File: config.mk
export PLATFORM = sky130hd
export DESIGN_NAME = soft_rst_ctrl
export DESIGN_NICKNAME = d
export VERILOG_FILES = /design/src/rtl/soft_rst_pkg.sv /design/src/rtl/soft_rst_ctrl_wdog.sv /design/src/rtl/soft_rst_ctrl.sv
export SDC_FILE = /design/constraint.sdc
export NUM_CORES = 1
export LEC_CHECK = 0
export BUFFER_PORTS_ARGS = -buffer_cell sky130_fd_sc_hd__buf_2
export CORE_AREA = 2 2 120 98
export DETAILED_ROUTE_END_ITERATION = 12
export DIE_AREA = 0 0 122 100
export GPL_TIMING_DRIVEN = 1
export PLACE_DENSITY = 0.63
export SLEW_MARGIN = 20
export SYNTH_ARGS = -nofsm -noshare
export SYNTH_HDL_FRONTEND = slang
export SYNTH_SLANG_ARGS = --single-unit
File: constraint.sdc
create_clock -name clk_60m -period 2.88 [get_ports clk_60m]
set_input_delay 0.144 -clock clk_60m [delete_from_list [all_inputs] [get_ports clk_60m]]
set_output_delay 0.144 -clock clk_60m [all_outputs]
set_load 0.005 [all_outputs]
File: src/rtl/soft_rst_pkg.sv
// Shared types and constants for the soft-reset request controller.
package soft_rst_pkg;

    typedef enum logic [1:0] {
        IDLE    = 2'd0,
        ARMED   = 2'd1,
        FIRE    = 2'd2,
        HOLDOFF = 2'd3
    } state_t;

    localparam logic [1:0] CAUSE_NONE = 2'b00;
    localparam logic [1:0] CAUSE_CMD  = 2'b01;
    localparam logic [1:0] CAUSE_WDOG = 2'b10;

    localparam logic [15:0] DEF_ARM_KEY  = 16'hA5A5;
    localparam logic [15:0] DEF_FIRE_KEY = 16'h5A5A;

    localparam logic [31:0] DEF_ARM_TIMEOUT  = 32'd59_999_999;
    localparam logic [31:0] DEF_HOLDOFF_TIME = 32'd5_999_999;
    localparam logic [31:0] DEF_WDOG_TIME    = 32'd119_999_999;

endpackage

File: src/rtl/soft_rst_ctrl_wdog.sv
// Watchdog counter with a single-cycle expiry pulse; kick or disable restarts the count.
module soft_rst_wdog
    import soft_rst_pkg::*;
#(
    parameter logic [31:0] WDOG_TIME = DEF_WDOG_TIME
) (
    input  logic clk_60m,
    input  logic rst,
    input  logic wdog_en,
    input  logic wdog_kick,
    input  logic wdog_active,
    output logic wdog_expire
);

    logic [31:0] wdog_cnt;

    // A kick on the expiry cycle suppresses the fire.
    assign wdog_expire = wdog_en && wdog_active && !wdog_kick
                         && (wdog_cnt == WDOG_TIME - 32'd1);

    always_ff @(posedge clk_60m or posedge rst) begin
        if (rst) begin
            wdog_cnt <= 32'd0;
        end else if (!wdog_en || wdog_kick || !wdog_active || wdog_expire) begin
            wdog_cnt <= 32'd0;
        end else begin
            wdog_cnt <= wdog_cnt + 32'd1;
        end
    end

endmodule

File: src/rtl/soft_rst_ctrl.sv
// Soft-reset request controller: ARM/FIRE key sequence, hold-off window, optional watchdog.
// Watchdog is built only when SOFT_RST_WDOG_EN is defined.
//
// state   | meaning
// IDLE    | waiting for ARM_KEY
// ARMED   | ARM_KEY seen, waiting for FIRE_KEY before ARM_TIMEOUT
// FIRE    | one-cycle soft_rst_en strobe
// HOLDOFF | HOLDOFF_TIME cycles with all requests ignored
module soft_rst_ctrl
    import soft_rst_pkg::*;
#(
    parameter int          U_DLY        = 1,
    parameter logic [15:0] ARM_KEY      = DEF_ARM_KEY,
    parameter logic [15:0] FIRE_KEY     = DEF_FIRE_KEY,
    parameter logic [31:0] ARM_TIMEOUT  = DEF_ARM_TIMEOUT,
    parameter logic [31:0] HOLDOFF_TIME = DEF_HOLDOFF_TIME,
    parameter logic [31:0] WDOG_TIME    = DEF_WDOG_TIME
) (
    input  logic        clk_60m,
    input  logic        rst,
    input  logic        cfg_wr_en,
    input  logic [15:0] cfg_wr_data,
    input  logic        wdog_en,
    input  logic        wdog_kick,
    output logic        soft_rst_en,
    output logic        rst_busy,
    output logic [1:0]  rst_cause,
    output logic        arm_err,
    output logic [7:0]  fire_cnt
);

    state_t      state;
    logic [31:0] arm_cnt;
    logic [31:0] hold_cnt;
    logic        wdog_fire;
    logic        wr_arm;
    logic        fire_cmd;
    logic        fire_now;
    logic        unused_cfg;

`ifdef SOFT_RST_WDOG_EN
    logic wdog_active;

    assign wdog_active = (state == IDLE) || (state == ARMED);
    assign unused_cfg  = (U_DLY != 0);

    soft_rst_wdog #(
        .WDOG_TIME (WDOG_TIME)
    ) u_wdog (
        .clk_60m     (clk_60m),
        .rst         (rst),
        .wdog_en     (wdog_en),
        .wdog_kick   (wdog_kick),
        .wdog_active (wdog_active),
        .wdog_expire (wdog_fire)
    );
`else
    assign wdog_fire  = 1'b0;
    assign unused_cfg = (U_DLY != 0) ^ wdog_en ^ wdog_kick ^ (WDOG_TIME != 32'd0);
`endif

    assign wr_arm   = cfg_wr_en && (cfg_wr_data == ARM_KEY);
    assign fire_cmd = (state == ARMED) && cfg_wr_en && (cfg_wr_data == FIRE_KEY);
    // Command beats a simultaneous watchdog expiry.
    assign fire_now = fire_cmd || wdog_fire;

    always_ff @(posedge clk_60m or posedge rst) begin
        if (rst) begin
            state       <= IDLE;
            arm_cnt     <= 32'd0;
            hold_cnt    <= 32'd0;
            soft_rst_en <= 1'b0;
            rst_busy    <= 1'b0;
            rst_cause   <= CAUSE_NONE;
            arm_err     <= 1'b0;
            fire_cnt    <= 8'd0;
        end else begin
            soft_rst_en <= 1'b0;
            if (fire_now) begin
                state       <= FIRE;
                soft_rst_en <= 1'b1;
                rst_busy    <= 1'b1;
                rst_cause   <= fire_cmd ? CAUSE_CMD : CAUSE_WDOG;
                arm_err     <= 1'b0;
                if (fire_cnt != 8'hFF) begin
                    fire_cnt <= fire_cnt + 8'd1;
                end
            end else begin
                case (state)
                    IDLE: begin
                        if (wr_arm) begin
                            state    <= ARMED;
                            arm_cnt  <= 32'd0;
                            rst_busy <= 1'b1;
                        end
                    end
                    ARMED: begin
                        if (wr_arm) begin
                            arm_cnt <= 32'd0;
                        end else if (cfg_wr_en || (arm_cnt == ARM_TIMEOUT - 32'd1)) begin
                            state    <= IDLE;
                            arm_err  <= 1'b1;
                            rst_busy <= 1'b0;
                        end else begin
                            arm_cnt <= arm_cnt + 32'd1;
                        end
                    end
                    FIRE: begin
                        state    <= HOLDOFF;
                        hold_cnt <= 32'd0;
                    end
                    HOLDOFF: begin
                        if (hold_cnt == HOLDOFF_TIME - 32'd1) begin
                            state    <= IDLE;
                            rst_busy <= 1'b0;
                        end else begin
                            hold_cnt <= hold_cnt + 32'd1;
                        end
                    end
                    default: begin
                        state    <= IDLE;
                        rst_busy <= 1'b0;
                    end
                endcase
            end
        end
    end

endmodule
Word level (Yosys, flattened, before mapping):

Cells that the tools add are included.

* register bits: 78
* output and inout port bits: 13
* word-level logic and storage cells: 67
* input port bits: 21

* reduce and logical (&&, ||, !) cells: 16
* equal/unequal tests: 16
* bitwise gates (word level): 1
* add/subtract/negate cells: 3
* multiplexer cells: 23

Operators with widths (count)
* 32-bit two-way mux: 4
* 32-bit case mux with 2 select lines: 2
* 32-bit by 1-bit adder with 32-bit output (second input constant): 2
* 32-bit by 23-bit equality test with 1-bit output (second input constant): 1
* 32-bit by 26-bit equality test with 1-bit output (second input constant): 1
* 16-bit by 15-bit equality test with 1-bit output (second input constant): 1
* 16-bit equality test (second input constant): 1
* 3-bit != test (second input constant): 4
* 1-bit two-way mux: 10
* 2-bit two-way mux: 5
* 8-bit by 1-bit adder with 8-bit output (second input constant): 1
* 8-bit != test (second input constant): 1
* 2-bit case mux with 4 select lines: 1
* 4-bit AND reduction: 2
* 2-bit nonzero test: 4
* 3-bit AND reduction: 2
* 5-bit AND reduction: 1
* 2-bit equality test (second input constant): 2
* 2-bit != test (second input constant): 2
* 4-bit nonzero test: 1
* 1-bit logical AND: 3
* 3-bit by 2-bit != test with 1-bit output (second input constant): 1
* 1-bit case mux with 3 select lines: 1
* 2-bit by 1-bit equality test with 1-bit output (second input constant): 1
* other kinds (5): 5

Depth between registers and ports, before layout:

* depth in word-level cells: 6
* gate-level depth with buffers: 9
* gate-level depth less buffers: 8

Worst setup path after synthesis:

No wires, ideal clock.

* kind: reg-to-reg
* from: register hold_cnt[24]
* to: register hold_cnt[2]
* data required time: 2748 ps
* clock period less this slack: 2444 ps
* data arrival time: 2312 ps
* stages on the path, launching flop included: 8
* setup time: 132 ps
* slack: 436 ps
* path buffers: 1
* path through: dfrtp_1 > or4b_1 > or4_4 > nor4_4 > buf_6 > nand3b_4 > xor2_2 > nor2_1

* longest elaborated chain between the ends: 3

RTL lines
* start, declared: line soft_rst_ctrl.sv:34 `logic [31:0] hold_cnt;`
* start signal, assigned: line soft_rst_ctrl.sv:117 `hold_cnt <= hold_cnt + 32'd1;`
* 32-bit by 23-bit equality test with 1-bit output: line soft_rst_ctrl.sv:113 `if (hold_cnt == HOLDOFF_TIME - 32'd1) begin`
* 2-bit != test (no source line)
* 3-bit AND reduction (no source line)

Every way passes these cells.
A chain may end at the register's enable or synchronous reset.

Final worst setup path:

* from: register hold_cnt[24]
* to: register hold_cnt[11]

The elaborated chain is that of the path after synthesis.

==> impl_metrics.csv <==
group,metric,value,unit
run_status,status,"finished, final reports clean",
die,rows,35,
final_layout,area_growth,15.3,%
clock_network,cts_tree,"built",
logic_synthesis,synth_cells,479,
final_layout,drive_gt1_frac,0.135,
logic_synthesis,synth-main-ff-cell,"dfrtp_1",
clock_network,clockBufferDepth,2,
route,drc,0,
clock_network,clkSinkCount,78,
power_and_ir_drop,p_switching,0.000499,W
timing,totalNegativeSetupSlack,0,ps
critical_path,crit_fanout,8,
logic_synthesis,async_flop_share,1.00,
placed_design,portBuffers,30,
clock_network,cts-htree-levels,3,
die,pin_count,34,
global_routing,grt_pass1_wl,16.9,mm
placed_design,gp_congestion,0.838,
logic_synthesis,syn_nets,505,
logic_synthesis,synth_cell_types,55,
logic_synthesis,ys_ff_latch,78,
critical_path,critPathLaunchType,"flop",
global_routing,antenna_found_initial,0,
critical_path,critPathKind,"flop to flop",
die,die_h,100,um
power_and_ir_drop,ir_drop,0.213,mV
clock_network,root_buffer,"clkbuf_16",
clock_network,clk_latency,330,ps
timing,finalHoldViolCount,0,
placed_design,dp_slack,326,ps
route,vias,3689,
timing,setup_ws,371,ps
power_and_ir_drop,leakagePower,2.08,nW
route,wl_per_cell,14.4,um
final_layout,design_area,4980,sq um
final_layout,diodes,0,
timing,min_period,2510,ps
final_layout,instances_no_fill,674,
clock_network,cts_resized,0,
global_routing,grt_max_degree,50,
critical_path,path_cells,"or4b_1 > or4_4 > nor4_4 > buf_4 > nor3_1 > xnor2_1 > nor2_1",
flow_run,maxCapViolations,0,
power_and_ir_drop,seqPwrFrac,0.499,
route,first_iter_violations,228,
power_and_ir_drop,p_clk_frac,0.478,
final_layout,mostFrequentLayoutCells,"dfrtp_1, o21ai_0, nand2_1",
timing,slew_viol_final,0,
timing,period_share,0.871,
clock_network,path_clk_slew,60,ps
global_routing,overflow,0,
placed_design,placed_cells,657,
die,dieArea,12200,sq um
logic_synthesis,syn_avg_cell_area,9.01,sq um
power_and_ir_drop,powerDensity,441,nW/um^2
placed_design,dpl_cell_area,4690,sq um
logic_synthesis,synthesis.area,4320,sq um
final_layout,final_common_cell,"dfrtp_1",
timing,setup_viol_count_final,0,
timing,slew_headroom,0.425,
route,wl,9.73,mm
final_layout,fin_nets,547,
logic_synthesis,synth_edf_count,0,
power_and_ir_drop,power_frac_comb,0.023,
die,die_w,122,um
timing,max_freq,399,MHz
global_routing,grtUsageTotal,0.171,
route,drtPass1Iterations,5,
power_and_ir_drop,switching_share,0.227,
critical_path,cp-end-kind,"flop",
global_routing,grt_pass1_vias,3585,
power_and_ir_drop,power.internal,0.00170,W
clock_network,cts_buffers,9,
timing,rsz0062_at_grt,"false",
critical_path,cp.arrival,2720,ps
logic_synthesis,yosysSeqAreaShare,0.452,
critical_path,cp_slowest_stage_delay,550,ps
critical_path,crit_path_top_delay_cell,"or4b_1",
route,vias_per_cell,5.47,
die,core,11200,sq um
logic_synthesis,yosysWarnings,0,
timing,finalClockSkew,6.93,ps
route,postRouteAntennaNets,0,
timing,worst_pin_slew,862,ps
die,start_util,0.386,
critical_path,crit_required,3090,ps
power_and_ir_drop,power,0.00220,W
min_path,min_path_type,"primary input to flop",
placed_design,place_hpwl,6.78,mm
## power groups by stage
stage	Combinational (W)	Sequential, W	Clock (W)
floorplan	0.0000251	0.00112	0
global placement	0.0000509	0.00112	0
detailed placement	0.0000517	0.00112	0
CTS	0.0000527	0.00110	0.00108
global route	0.0000587	0.00109	0.00113
finish	0.0000508	0.00110	0.00105
## cells by family (layout without fill, tap and decap cells)
logic type,Yosys count,count (layout),share of synthesized area
compound gates,90,90,0.122
xor+xnor,34,34,0.0707
fa+ha+maj,5,5,0.0145
buf+inv,34,81,0.0336
flops,78,78,0.452
mux,1,1,0.00261
other cells,1,1,0.000869
simple gates,236,236,0.303
## cell type report
class	instances	area, sq um
sequential	78	1950
fill	1058	6190
multi-input combinational	367	2220
clock inverter	7	51.3
timing repair buffer	45	265
tap	148	185
inverter	20	76.3
clock buffer	9	225
## metrics by stage
step,util,hold slack [ps]
floorplan,-,415
global placement,0.420,352
detailed placement,0.420,352
CTS,0.446,304
global route,0.446,354
finish,0.446,301
## worst paths after layout
check                               startpoint           end  slack (ps)  depth (start not counted)
worst max-delay path              hold_cnt[24]  hold_cnt[11]         370                          7
worst min-delay path            cfg_wr_data[8]      state[1]         300                          4
worst max register to register    hold_cnt[24]  hold_cnt[11]         370                          7
worst min register to register    rst_cause[0]  rst_cause[0]         460                          1
max in group asynchronous                  rst  hold_cnt[30]        1630                          4
min in group asynchronous                  rst   hold_cnt[3]         510                          3
## per-layer routing
layer  wire [um]  part of all wire  global-route usage  vias to the layer above
met1        4880              0.50               0.247                     1751
li1            -                 -                   -                     1831
met5           0                 0                   0                        -
met3         438             0.045              0.0301                        4
met4          31            0.0032              0.0513                        0
met2        4370              0.45               0.265                      103
## Yosys cell counts (5+ instances only)
master	n	area (sq um)
a21oi_1	13	65.1
a31oi_1	7	43.8
and2_1	8	50.1
and3_1	11	68.8
clkbuf_1	9	33.8
dfrtp_1	78	1950
ha_1	5	62.6
inv_1	20	75.1
nand2_1	44	165
nand3_1	28	140
nand4_1	18	113
nor2_1	41	154
nor3_1	19	95.1
nor4_1	16	100
o21ai_0	47	235
o31ai_1	6	45.0
or3_1	13	81.3
xnor2_1	27	236
xor2_1	6	52.6
## flip-flops by register name (all words and copies together) (netlist names)
| signal | flops |
|---|---|
| soft_rst_en | 1 |
| arm_cnt | 32 |
| state | 2 |
| rst_busy | 1 |
| arm_err | 1 |
| rst_cause | 1 |
| fire_cnt | 8 |
| hold_cnt | 32 |
## worst max-delay path: cells and delay by family, from the launching register on
kind | cells | cell delay (ps)
xor+xnor | 1 | 160
flops | 1 | 410
simple gates | 5 | 1590
buf+inv | 1 | 230
## what timing repair did
item	CTS	global route
endpoints found under the setup margin	0	0
hold endpoints to repair	13	0
hold buffers	1	0
buffers inserted	0	0
(Power assumes the default switching activity.)
